### src/rtl/s2p_pkg.sv
// Shared types and helpers for the serial-to-parallel deframer.
package s2p_pkg;

   localparam int S2P_WIDTH_DEF = 16;

   typedef enum logic {
      S2P_IDLE  = 1'b0,
      S2P_SHIFT = 1'b1
   } s2p_state_t;

   // Smallest r with 2**r >= n; sizes the bit counter and FIFO pointers.
   function automatic int clog2(input int n);
      int r;
      r = 0;
      while ((1 << r) < n) begin
         r = r + 1;
      end
      return r;
   endfunction

endpackage

### src/rtl/s2p_deframer_if.sv
// Valid/ready word stream leaving the deframer.
interface s2p_deframer_if #(
   parameter int WIDTH = 16
);
   logic [WIDTH-1:0] m_data;
   logic             m_valid;
   logic             m_ready;

   modport master (output m_data, output m_valid, input m_ready);
   modport slave  (input m_data, input m_valid, output m_ready);
endinterface

### src/rtl/s2p_fifo.sv
// Sync FIFO, registered pointers, no bypass: a push is visible the cycle after.
// A push while full is taken only when a pop happens in the same cycle.
module s2p_fifo
   import s2p_pkg::*;
#(
   parameter int WIDTH      = S2P_WIDTH_DEF,
   parameter int FIFO_DEPTH = 2
) (
   input  logic             clk,
   input  logic             rst,
   input  logic             push,
   input  logic [WIDTH-1:0] push_data,
   input  logic             pop,
   output logic             full,
   output logic             empty,
   output logic [WIDTH-1:0] head
);

   localparam int AW = clog2(FIFO_DEPTH);
   localparam logic [AW:0] PTR_ONE = {{AW{1'b0}}, 1'b1};

   logic [WIDTH-1:0] mem [FIFO_DEPTH];
   logic [AW:0]      wr_ptr;
   logic [AW:0]      rd_ptr;
   logic             do_push;
   logic             do_pop;

   // Extra pointer MSB distinguishes full from empty when the indices match.
   assign empty   = (wr_ptr == rd_ptr);
   assign full    = (wr_ptr[AW] != rd_ptr[AW]) && (wr_ptr[AW-1:0] == rd_ptr[AW-1:0]);
   assign do_pop  = pop && !empty;
   assign do_push = push && (!full || do_pop);
   assign head    = empty ? '0 : mem[rd_ptr[AW-1:0]];

   always_ff @(posedge clk) begin
      if (rst) begin
         wr_ptr <= '0;
         rd_ptr <= '0;
      end else begin
         if (do_push) begin
            wr_ptr <= wr_ptr + PTR_ONE;
         end
         if (do_pop) begin
            rd_ptr <= rd_ptr + PTR_ONE;
         end
      end
   end

   always_ff @(posedge clk) begin
      if (!rst && do_push) begin
         mem[wr_ptr[AW-1:0]] <= push_data;
      end
   end

endmodule

### src/rtl/s2p_deframer.sv
// Deframes fs-led MSB-first serial words into a FIFO; m_valid one cycle after the last bit.
// Backpressure: full FIFO drops new words (sticky ovf). S2P_ERR_CNT_EN adds err_cnt.
module s2p_deframer
   import s2p_pkg::*;
#(
   parameter int WIDTH      = S2P_WIDTH_DEF,
   parameter int FIFO_DEPTH = 2
) (
   input  logic           clk,
   input  logic           rst,
   input  logic           sdin,
   input  logic           fs_in,
   s2p_deframer_if.master m,
   output logic           frame_err,
   output logic           ovf
`ifdef S2P_ERR_CNT_EN
   ,
   output logic [7:0]     err_cnt
`endif
);

   localparam int CW = clog2(WIDTH);
   localparam logic [0:0]    ST_IDLE  = S2P_IDLE;
   localparam logic [0:0]    ST_SHIFT = S2P_SHIFT;
   localparam logic [CW-1:0] CNT_LAST = CW'(WIDTH - 1);
   localparam logic [CW-1:0] CNT_ONE  = {{(CW-1){1'b0}}, 1'b1};

   logic [0:0]       state;
   logic [CW-1:0]    bit_cnt;
   logic [WIDTH-2:0] shreg;
   logic [WIDTH-1:0] word_nxt;
   logic             push;
   logic             pop;
   logic             fifo_full;
   logic             fifo_empty;
   logic [WIDTH-1:0] fifo_head;

   assign word_nxt  = {shreg, sdin};
   assign push      = !rst && (state == ST_SHIFT) && !fs_in && (bit_cnt == CNT_LAST);
   assign pop       = m.m_valid && m.m_ready;
   assign frame_err = !rst && (state == ST_SHIFT) && fs_in;

   always_ff @(posedge clk) begin
      if (rst) begin
         state   <= ST_IDLE;
         bit_cnt <= '0;
         shreg   <= '0;
      end else begin
         case (state)
            ST_IDLE: begin
               if (fs_in) begin
                  state   <= ST_SHIFT;
                  bit_cnt <= '0;
               end
            end
            default: begin
               // A sync inside a frame restarts it; the fs cycle carries no data bit.
               if (fs_in) begin
                  bit_cnt <= '0;
                  shreg   <= '0;
               end else begin
                  shreg <= word_nxt[WIDTH-2:0];
                  if (bit_cnt == CNT_LAST) begin
                     state   <= ST_IDLE;
                     bit_cnt <= '0;
                  end else begin
                     bit_cnt <= bit_cnt + CNT_ONE;
                  end
               end
            end
         endcase
      end
   end

   always_ff @(posedge clk) begin
      if (rst) begin
         ovf <= 1'b0;
      end else if (push && fifo_full && !pop) begin
         ovf <= 1'b1;
      end
   end

`ifdef S2P_ERR_CNT_EN
   always_ff @(posedge clk) begin
      if (rst) begin
         err_cnt <= 8'd0;
      end else if (frame_err && (err_cnt != 8'hFF)) begin
         err_cnt <= err_cnt + 8'd1;
      end
   end
`endif

   s2p_fifo #(
      .WIDTH      (WIDTH),
      .FIFO_DEPTH (FIFO_DEPTH)
   ) u_fifo (
      .clk       (clk),
      .rst       (rst),
      .push      (push),
      .push_data (word_nxt),
      .pop       (pop),
      .full      (fifo_full),
      .empty     (fifo_empty),
      .head      (fifo_head)
   );

   assign m.m_valid = !fifo_empty;
   assign m.m_data  = fifo_head;

endmodule

### src/flat_wrapper.sv
// flat-port wrapper written by rule: the top's interface ports become plain ports
module s2p_deframer_flat import s2p_pkg::*;
#(
   parameter int WIDTH      = S2P_WIDTH_DEF,
   parameter int FIFO_DEPTH = 2
)
  (clk, rst, sdin, fs_in, frame_err, ovf, m_m_data, m_m_valid, m_m_ready);
  s2p_deframer_if #(.WIDTH(WIDTH)) m_i ();
  input  logic clk;
  input  logic rst;
  input  logic sdin;
  input  logic fs_in;
  output logic frame_err;
  output logic ovf;
  output wire logic [$bits(m_i.m_data)-1:0] m_m_data;
  output wire logic [$bits(m_i.m_valid)-1:0] m_m_valid;
  input wire logic [$bits(m_i.m_ready)-1:0] m_m_ready;
  assign m_m_data = m_i.m_data;
  assign m_m_valid = m_i.m_valid;
  assign m_i.m_ready = m_m_ready;
  s2p_deframer #(.WIDTH(WIDTH), .FIFO_DEPTH(FIFO_DEPTH)) u_core (.clk(clk), .rst(rst), .sdin(sdin), .fs_in(fs_in), .m(m_i), .frame_err(frame_err), .ovf(ovf));
endmodule
### config.mk
export PLATFORM = sky130hd
export DESIGN_NAME = s2p_deframer_flat
export DESIGN_NICKNAME = d
export VERILOG_FILES = /design/src/rtl/s2p_pkg.sv /design/src/rtl/s2p_deframer_if.sv /design/src/rtl/s2p_fifo.sv /design/src/rtl/s2p_deframer.sv /design/src/flat_wrapper.sv
export SDC_FILE = /design/constraint.sdc
export NUM_CORES = 1
export LEC_CHECK = 0
export CORE_MARGIN = 4
export CORE_UTILIZATION = 50
export DETAILED_ROUTE_END_ITERATION = 10
export PLACE_DENSITY_LB_ADDON = 0.3
export SLEW_MARGIN = 20
export SYNTH_ARGS = -nofsm -noshare
export SYNTH_HDL_FRONTEND = slang
export SYNTH_SLANG_ARGS = --single-unit
### constraint.sdc
create_clock -name clk -period 4.63 [get_ports clk]
set_clock_uncertainty 0.05 [all_clocks]
set_input_delay 0.926 -clock clk [delete_from_list [all_inputs] [get_ports clk]]
set_output_delay 0.926 -clock clk [all_outputs]
set_load 0.01 [all_outputs]
==> impl_summary.md <==
Finish
The layout-stage area growth over the synthesis result is 19.18%. The area taken by flip-flops and latches is 1481 sq um. The number of antenna cells inserted is 0.

At the end of the flow, the number of nets in the layout was 235. Summing all multi-input logic gate instances after layout gives 953.4 sq um. The library cells used most frequently in the layout, excluding fill and tap cells, are sky130_fd_sc_hd__edfxtp_1, sky130_fd_sc_hd__dfxtp_1, sky130_fd_sc_hd__clkdlybuf4s50_1. The layout filler cell count is 398. In the final layout, the share of cells above drive strength 1 is 0.1752. The library cell used most frequently in the layout, excluding fill and tap cells, is sky130_fd_sc_hd__edfxtp_1.

Setup path
Grouping stages by cell kind, the critical path spends the most delay in buffers and inverters. The critical path is of the primary input to output port type. The origin of the critical flop-to-flop path is u_core.state$_SDFF_PP0_.

The critical-path cell with the highest stage delay is sky130_fd_sc_hd__clkdlybuf4s50_1. The required time at the endpoint of the critical path is 3650 ps. The most common cell type on the critical path is sky130_fd_sc_hd__clkdlybuf4s50_1.

The signal on the critical path passes through clkdlybuf4s50_1 > buf_4 > nand2_1 > nor2_1 > clkdlybuf4s50_1. The worst setup path is captured at an output port. On the worst path, the slowest cell contributes a delay of 540 ps. Data on the critical path arrives at its endpoint at 2280 ps. Of all nets on the critical path, the largest fanout is 23. The end of the worst register-to-register path is u_core.u_fifo.mem[1][15]$_DFFE_PP_. Across all register-to-register paths, the minimum setup slack is 2740 ps.

Measured in cells, the most critical reg-to-reg path has a length of 4. The launching element type of the critical path is a primary input. The buffer and inverter count on the worst path is 3.

Routing
The routed layout has 1520 vias. For this block, the initial DRC count from the detailed router was 69. The DRC violation count after routing is 0. In the final routed layout, each cell accounts on average for 12.88 um. The final layout contains routed wiring with a total length of 3.877 mm. The first-pass iteration count of the detailed router is 4. Dividing the detail-routed via count by the number of cells gives slightly above 5. Once detail routing completed, the nets flagged for antenna violations numbered 0.

Clocking
The deepest level of the CTS H-tree is 3. The number of hold buffers added after CTS is 0. In this run, CTS created clock tree buffers numbering 9.

The clock net in this run drives a total of 58 sinks. TritonCTS built the clock tree. The post-cts sizing count is 0.

The tree is rooted in a sky130_fd_sc_hd__clkbuf_8. In this run the deepest clock path goes through 2 buffers. After clock tree synthesis, the clock-pin slew on the worst setup and hold paths is 60 ps.

Buffers added to address setup during post-CTS repair amount to 0. For the worst-skew pair, the clock arrives at the later sink with an insertion delay of between 300 and 400 ps.

Worst hold path
The endpoint of the worst hold-timing path is u_core.ovf$_SDFFE_PP0P_. The startpoint identified for the worst hold timing path is u_core.ovf$_SDFFE_PP0P_. The cell depth of the worst min-delay path is 2. The class of the worst hold path is flip-flop to flip-flop.

GRT
The initial antenna violation count is 0. The first global-routing pass estimated 6.948 mm of wire. In the global route stage, overall resource usage came out at 0.1473. Entering global routing, the biggest net connects 38 pins. The number of global-route vias before repair is 1442. For this run the aggregate overflow at the end of global routing stands at 0.

Die
24 I/O pins were placed. Measured along the y axis, the die boundary spans 79.06 um. For this configuration, the core starts out at a cell density of 0.5242. After floorplanning, the core was divided into 25 placement rows. The core region is around 4800 sq um.

The floorplan die width is roughly 79 um. The die area is 6250 sq um.

Timing
The slew at the pin closest to its max-slew limit is 934.9 ps. Based on the critical path, the design can be clocked at up to about 0.31 GHz. Setup repair after global routing left no endpoint under its margin. The smallest hold slack is 424.4 ps. The worst pin sits at a relative slew slack of 0.3759. The ratio of final minimum period to clock period is 0.7041. The hold violation count in the final report is 0.

For the final routed database, the setup TNS stands at 0 ps. The minimum period implied by the final worst setup slack is 3260 ps. Setup violations remaining at the end of the flow were counted as 0.

The total count of max-transition violations in the final report is 0.

Flow run
The count of maximum capacitance violations is 0.

Pwr
The part of the power in combinational logic is 0.028. For this design the ratio of total power to cell area is 352.6 nW/um^2. The internal power is 0.0008506 W. The leakage power figure is 0.9404 nW.

The clock network fraction of total power is 0.462. The switching power share of the total is 0.1983. The net load switching power is approximately 0.00021 W. The worst IR drop on VDD is 0.1879 mV. The power share of the sequential group is 0.510.

Synthesis
The post-synthesis net count is 209. By area the synthesized netlist is led by sky130_fd_sc_hd__edfxtp_1, sky130_fd_sc_hd__dfxtp_1, sky130_fd_sc_hd__mux2i_1. During synthesis, Yosys emitted a total of 0 warnings.

The portion of the post-synthesis area used by sequential elements is 0.5867. After synthesis, the mean cell area works out to about 12 sq um. The cell count after synthesis came out at a little over 200.

The cell type with the highest aggregate area in the netlist is sky130_fd_sc_hd__edfxtp_1. The count of flip-flops with a built-in enable after synthesis is 32. Of the post-synthesis cell area, the dominant cell type holds 0.3806.

The netlist area before placement is roughly 2500 sq um. The proportion of synthesized flip-flops having asynchronous set or reset is 0. The count of unique library cells instantiated by Yosys is 41. The number of synthesized register bits is 58. For this run, the leading register cell type out of synthesis is sky130_fd_sc_hd__edfxtp_1.

Placed design
The final estimated routing congestion in global placement is about 0.74. The detailed placer's ending HPWL is 2.372 mm. The count of buffers added on input and output ports is 23.

Run status
The run finished with clean final reports.
[cell usage after synthesis, types with 3 or more instances]
master	number
sky130_fd_sc_hd__nand2_1	5
sky130_fd_sc_hd__dfxtp_1	26
sky130_fd_sc_hd__nand3b_1	16
sky130_fd_sc_hd__inv_1	3
sky130_fd_sc_hd__nor3_1	3
sky130_fd_sc_hd__nor2_4	9
sky130_fd_sc_hd__mux2i_1	17
sky130_fd_sc_hd__edfxtp_1	32
sky130_fd_sc_hd__buf_2	4
sky130_fd_sc_hd__nand2b_1	17
sky130_fd_sc_hd__nor2_1	11
sky130_fd_sc_hd__a21oi_1	19
sky130_fd_sc_hd__clkbuf_1	6
[through the flow]
step | total power (W) | instances | instance area [sq um] | util | worst slack (ps)
after floorplan | 0.0005733 | 203 | 2525 | - | 316.3
after global placement | 0.0005815 | 285 | 2801 | 0.5816 | 1371
after CTS | 0.001074 | 301 | 3009 | 0.6247 | 1362
final | 0.001061 | 301 | 3009 | 0.6247 | 1370
after detailed placement | 0.0005822 | 285 | 2801 | 0.5816 | 1376
after global routing | 0.001100 | 301 | 3009 | 0.6247 | 1276
[worst reg2reg max path: cells and delay by family, from the launching register on]
family,cells,cell delay (ps)
buffers and inverters,2,620
and+or+nand+nor,1,210
DFF,1,330
AOI/OAI and AO/OA,1,360
[layer usage]
| metal | global-route usage | vias to the layer above | part of all wire |
|---|---|---|---|
| met3 | 0.05782 | 7 | 0.055 |
| met1 | 0.1825 | 702 | 0.48 |
| met2 | 0.2239 | 31 | 0.45 |
| met4 | 0.07216 | 0 | 0.017 |
| met5 | 0 | - | 0 |
| li1 | - | 780 | - |
[area by class of cell]
type | count | area share
clock inverter | 7 | 0.02786
inverter | 4 | 0.004990
tap | 67 | 0.02786
multi-input combinational | 128 | 0.3168
clock buffer | 9 | 0.04116
timing repair buffer | 28 | 0.08898
sequential | 58 | 0.4923
[cells by family after synthesis]
| group | count (synthesis) | synth area share |
|---|---|---|
| xor+xnor | 4 | 0.01388 |
| mux | 20 | 0.08226 |
| compound gates | 29 | 0.06888 |
| flops | 58 | 0.5867 |
| simple gates | 74 | 0.2027 |
| fa+ha+maj | 1 | 0.004955 |
| buf+inv | 17 | 0.04063 |
[worst max path at each step]
stage               start                           endpoint  slack, ps  cells after the start
finish              fs_in                          frame_err       1370                      5
global route        fs_in                          frame_err       1280                      5
CTS                 fs_in                          frame_err       1360                      5
detailed placement  fs_in                          frame_err       1380                      5
global placement    fs_in                          frame_err       1370                      5
floorplan             rst  u_core.u_fifo.mem[1][0]$_DFFE_PP_        320                      2
[power by group through the flow]
stage	Sequential (W)	Clock [W]	Combinational [W]
after floorplan	0.000552	0	0.0000217
after global placement	0.000552	0	0.0000294
after detailed placement	0.000552	0	0.0000299
after CTS	0.000541	0.000504	0.0000299
after global routing	0.000541	0.000526	0.0000330
final	0.000541	0.000490	0.0000296
[flip-flops by register name, summed over array words and instances, names as in the netlist, named ones only]
name                  cells
u_core.state              1
u_core.u_fifo.rd_ptr      2
u_core.shreg             15
u_core.u_fifo.mem        32
u_core.ovf                1
u_core.u_fifo.wr_ptr      2
u_core.bit_cnt            4
Note: power is estimated with default switching activity, not from simulation.
